==> src/rtl/serial_cmp_ctrl.sv <==
// MSB-first multi-bit magnitude comparator built around one external 1-bit comparator.
// Define SERIAL_CMP_SIGNED_EN to treat the operands as two's complement.
module serial_cmp_ctrl #(
    parameter int WIDTH = 8,
    parameter int IDX_W = $clog2(WIDTH)
) (
    input  logic             clk,
    input  logic             rst_n,
    input  logic             start,
    input  logic [WIDTH-1:0] a_in,
    input  logic [WIDTH-1:0] b_in,
    output logic             cmp_a,
    output logic             cmp_b,
    input  logic             cmp_gt,
    input  logic             cmp_eq,
    input  logic             cmp_lt,
    output logic             busy,
    output logic             done,
    output logic             a_gt_b,
    output logic             a_eq_b,
    output logic             a_lt_b
);

    typedef enum logic [1:0] {
        IDLE = 2'd0,
        SCAN = 2'd1,
        DONE = 2'd2
    } state_t;

    state_t           state_q;
    logic [WIDTH-1:0] a_q;
    logic [WIDTH-1:0] b_q;
    logic [IDX_W-1:0] idx_q;
    logic             busy_q;
    logic             done_q;
    logic             gt_q;
    logic             eq_q;
    logic             lt_q;

    logic             scanning;
    logic             eq_like;
    logic             sign_swap;

    assign scanning = (state_q == SCAN);

    // A comparator that reports nothing is treated as reporting equality.
    assign eq_like = cmp_eq | ~(cmp_gt | cmp_lt);

`ifdef SERIAL_CMP_SIGNED_EN
    // The sign bit carries negative weight, so its decision is inverted.
    assign sign_swap = (idx_q == IDX_W'(WIDTH - 1));
`else
    assign sign_swap = 1'b0;
`endif

    assign cmp_a  = scanning ? a_q[idx_q] : 1'b0;
    assign cmp_b  = scanning ? b_q[idx_q] : 1'b0;
    assign busy   = busy_q;
    assign done   = done_q;
    assign a_gt_b = gt_q;
    assign a_eq_b = eq_q;
    assign a_lt_b = lt_q;

    always_ff @(posedge clk or negedge rst_n) begin
        if (!rst_n) begin
            state_q <= IDLE;
            a_q     <= '0;
            b_q     <= '0;
            idx_q   <= '0;
            busy_q  <= 1'b0;
            done_q  <= 1'b0;
            gt_q    <= 1'b0;
            eq_q    <= 1'b0;
            lt_q    <= 1'b0;
        end else begin
            case (state_q)
                IDLE, DONE: begin
                    done_q <= 1'b0;
                    if (start) begin
                        a_q     <= a_in;
                        b_q     <= b_in;
                        idx_q   <= IDX_W'(WIDTH - 1);
                        gt_q    <= 1'b0;
                        eq_q    <= 1'b0;
                        lt_q    <= 1'b0;
                        busy_q  <= 1'b1;
                        state_q <= SCAN;
                    end else begin
                        state_q <= IDLE;
                    end
                end
                SCAN: begin
                    if (cmp_gt) begin
                        if (sign_swap) lt_q <= 1'b1;
                        else           gt_q <= 1'b1;
                        busy_q  <= 1'b0;
                        done_q  <= 1'b1;
                        state_q <= DONE;
                    end else if (cmp_lt) begin
                        if (sign_swap) gt_q <= 1'b1;
                        else           lt_q <= 1'b1;
                        busy_q  <= 1'b0;
                        done_q  <= 1'b1;
                        state_q <= DONE;
                    end else if (eq_like && (idx_q == '0)) begin
                        eq_q    <= 1'b1;
                        busy_q  <= 1'b0;
                        done_q  <= 1'b1;
                        state_q <= DONE;
                    end else begin
                        idx_q <= idx_q - IDX_W'(1);
                    end
                end
                default: begin
                    busy_q  <= 1'b0;
                    done_q  <= 1'b0;
                    state_q <= IDLE;
                end
            endcase
        end
    end

endmodule

==> config.mk <==
export PLATFORM = sky130hd
export DESIGN_NAME = serial_cmp_ctrl
export DESIGN_NICKNAME = d
export VERILOG_FILES = /design/src/rtl/serial_cmp_ctrl.sv
export SDC_FILE = /design/constraint.sdc
export NUM_CORES = 1
export LEC_CHECK = 0
export ABC_AREA = 1
export CAP_MARGIN = 30
export CORE_AREA = 4 4 55 57
export CTS_CLUSTER_SIZE = 10
export DETAILED_ROUTE_END_ITERATION = 7
export DIE_AREA = 0 0 59 61
export PLACE_DENSITY = 0.81
export SLEW_MARGIN = 20
export SYNTH_ARGS = -nofsm -noshare
export SYNTH_HDL_FRONTEND = slang
export SYNTH_SLANG_ARGS = --single-unit
==> constraint.sdc <==
create_clock -name clk -period 2 [get_ports clk]
set_input_delay 0.4 -clock clk [delete_from_list [all_inputs] [get_ports clk]]
set_output_delay 0.4 -clock clk [all_outputs]
set_load 0.01 [all_outputs]
==> impl_metrics.env <==
export IMPL_cts_htree_levels=1
export IMPL_grt_pass1_vias=1027
export IMPL_root_buffer="clkbuf_4"
export IMPL_synthToLayoutAreaGrowth_pct=24.17
export IMPL_ir_drop_uv=609.3
export IMPL_relSlewSlack_pct=78.54
export IMPL_post_synth_cell_area_avg_sq_um=8.282
export IMPL_worstSetupPathType="reg2out"
export IMPL_drv_cap=0
export IMPL_crit_fanout=6
export IMPL_synthesis_instances=155
export IMPL_grt_first_pass_wirelength_mm=4.457
export IMPL_yosysSeqAreaShare_pct=50.68
export IMPL_rows=18
export IMPL_slew_viol_final=0
export IMPL_cts_tree="built"
export IMPL_grt_usage_pct=16.55
export IMPL_gr_total_overflow=0
export IMPL_vias=1065
export IMPL_fp_dieW_um=59
export IMPL_clock_skew_ns=0.002895
export IMPL_arrival_ns=1.49
export IMPL_worstHoldPathType="in2async"
export IMPL_worst_slew_pin_slew_ns=0.3219
export IMPL_drcViolationCount=0
export IMPL_clock_path_buffers=2
export IMPL_fin_crit_sh_pct=94.28
export IMPL_design_die_area_sq_mm=0.003599
export IMPL_setup_slack_ns=0.1145
export IMPL_grt_max_degree=33
export IMPL_yosysWarnings=0
export IMPL_drive_gt1_share_pct=11.35
export IMPL_antenna_found_initial=0
export IMPL_cp_required_ns=1.60
export IMPL_drtIter0Drc=40
export IMPL_antenna_left=0
export IMPL_start_util_pct=51.82
export IMPL_core_region_area_sq_mm=0.002477
export IMPL_worstSetupStartpointType="register"
export IMPL_synth_area_sq_mm=0.001284
export IMPL_fp_dieH_um=61
export IMPL_hold_viol_final=0
export IMPL_ys_types=18
export IMPL_dp_hpwl_mm=1.986
export IMPL_wl_per_cell_um=12.50
export IMPL_pwr_density_cell_mw_per_mm2=893.8
export IMPL_outcome="completed"
export IMPL_fin_util_pct=64.34
export IMPL_clk_pin_slew_ns=0.13
export IMPL_synth_nets=179
export IMPL_place_inst=210
export IMPL_finalWirelength_mm=2.688
export IMPL_numClockSinks=26
export IMPL_cp_end_kind="output port"
export IMPL_setup_tns_ns=0
export IMPL_gp_congestion=0.7353
export IMPL_n_antenna_cell=0
export IMPL_ioPinCount=29
export IMPL_numPortBuffers=28
export IMPL_via_per_inst=4.953
export IMPL_setup_violations=0
export IMPL_firstDrtPassIters=5
export IMPL_post_place_ws_ns=-0.03733
export IMPL_clk_latency_ns=0.31
export IMPL_cts_buffers=3
export IMPL_power_leakage_uw=0.0007977
export IMPL_fin_crit_ns=1.886
export IMPL_postPlaceCellArea_sq_mm=0.001568
export IMPL_fin_cells=215
export IMPL_clock_fmax_ghz=0.5304
export IMPL_rsz0062_at_grt="no"
export IMPL_fin_area_sq_mm=0.001594
export IMPL_ys_ff_latch=26
export IMPL_nets=211
export IMPL_reg2reg_depth=7
==> cell usage in the layout (no fill, tap or decap) <==
master,instances
inv_1,18
inv_2,4
a31oi_1,1
buf_4,2
inv_4,2
nand3_1,13
dfrtp_2,1
ha_1,2
dfrtp_1,25
nor2_1,8
nand3_4,1
o21ai_0,1
nor2_8,1
buf_2,2
clkbuf_4,3
nand2_4,3
clkdlybuf4s50_1,26
clkbuf_2,1
nand2_1,50
a21oi_1,1
nor2_2,1
o21ai_1,19
==> state kept, by name, indices dropped and copies added (netlist names) <==
register and cells:
idx_q 3, done 1, busy 1, a_gt_b 1
a_eq_b 1, state_q 2, b_q 8, a_q 8
a_lt_b 1
==> layout make-up <==
| type | count | area, sq um |
|---|---|---|
| clock buffers | 3 | 22.52 |
| well taps | 30 | 37.54 |
| inverters | 24 | 95.09 |
| fillers | 221 | 883.3 |
| multi-input cells | 101 | 496.7 |
| flip-flops and latches | 26 | 651.9 |
| repair buffers | 31 | 290.3 |
==> cell usage after synthesis <==
cell / count / area share, %
nand2_1: 50 / 15
dfrtp_1: 26 / 51
inv_1: 19 / 5.6
o21ai_1: 19 / 7.4
nand3_1: 13 / 5.1
nor2_1: 8 / 2.3
buf_6: 3 / 2.6
inv_2: 3 / 0.88
nand2_4: 3 / 2.6
ha_1: 2 / 1.9
inv_4: 2 / 0.97
a21oi_1: 1 / 0.39
a31oi_1: 1 / 0.49
buf_4: 1 / 0.59
nand3_4: 1 / 1.4
nor2_2: 1 / 0.49
nor2_8: 1 / 1.6
o21ai_0: 1 / 0.39
==> timing repair <==
item,in CTS,in global routing
resized for setup,7,3
setup buffers,2,0
hold buffers,0,0
setup endpoints to repair,2,2
==> worst max-delay path, cell delays in order, from the launching register on <==
cell and delay, ns:
dfrtp_2 0.48, buf_2 0.16, nand2_1 0.06, nand3_1 0.07
nand3_1 0.07, nand2_1 0.05, nor2_1 0.11, buf_2 0.15
==> through the flow <==
step / total power, uW / hold WS, ns
5_1_grt: 1532 / 0.4573
3_5_place_dp: 1210 / 0.4763
4_1_cts: 1436 / 0.4467
3_3_place_gp: 1180 / 0.4600
6_report: 1425 / 0.4385
2_1_floorplan: 1037 / 0.1044
==> metal layers <==
metal	wire (um)	vias to the layer above	global-route usage (%)	part of all wire [%]
li1	-	544	-	-
met1	1206	487	21.02	45
met2	1282	30	27.44	48
met3	147	4	2.979	5.5
met4	52	0	7.767	1.9
met5	0	-	0	0
==> final timing paths <==
kind                          start       end  slack (ns)
setup / recovery           idx_q[0]     cmp_a        0.11
setup reg to reg           idx_q[0]  idx_q[0]        0.70
hold reg to reg                busy      busy        0.50
hold / removal                rst_n    b_q[3]        0.44
min in group clk               busy      busy        0.50
max in group asynchronous     rst_n  idx_q[0]        1.30
==> report_power, final <==
part	internal (uW)	switching, uW
Clock	70.5	145
Combinational	218	300
Sequential	625	65.8
Total	914	511
==> cell families (layout without fill, tap and decap cells) <==
logic type | count (synthesis) | in the layout | synth area share (%)
buf+inv | 28 | 58 | 10.62
flops | 26 | 26 | 50.68
simple gates | 77 | 77 | 28.07
compound gates | 22 | 22 | 8.674
fa+ha+maj | 2 | 2 | 1.949
Note: power is estimated with default switching activity, not from simulation.
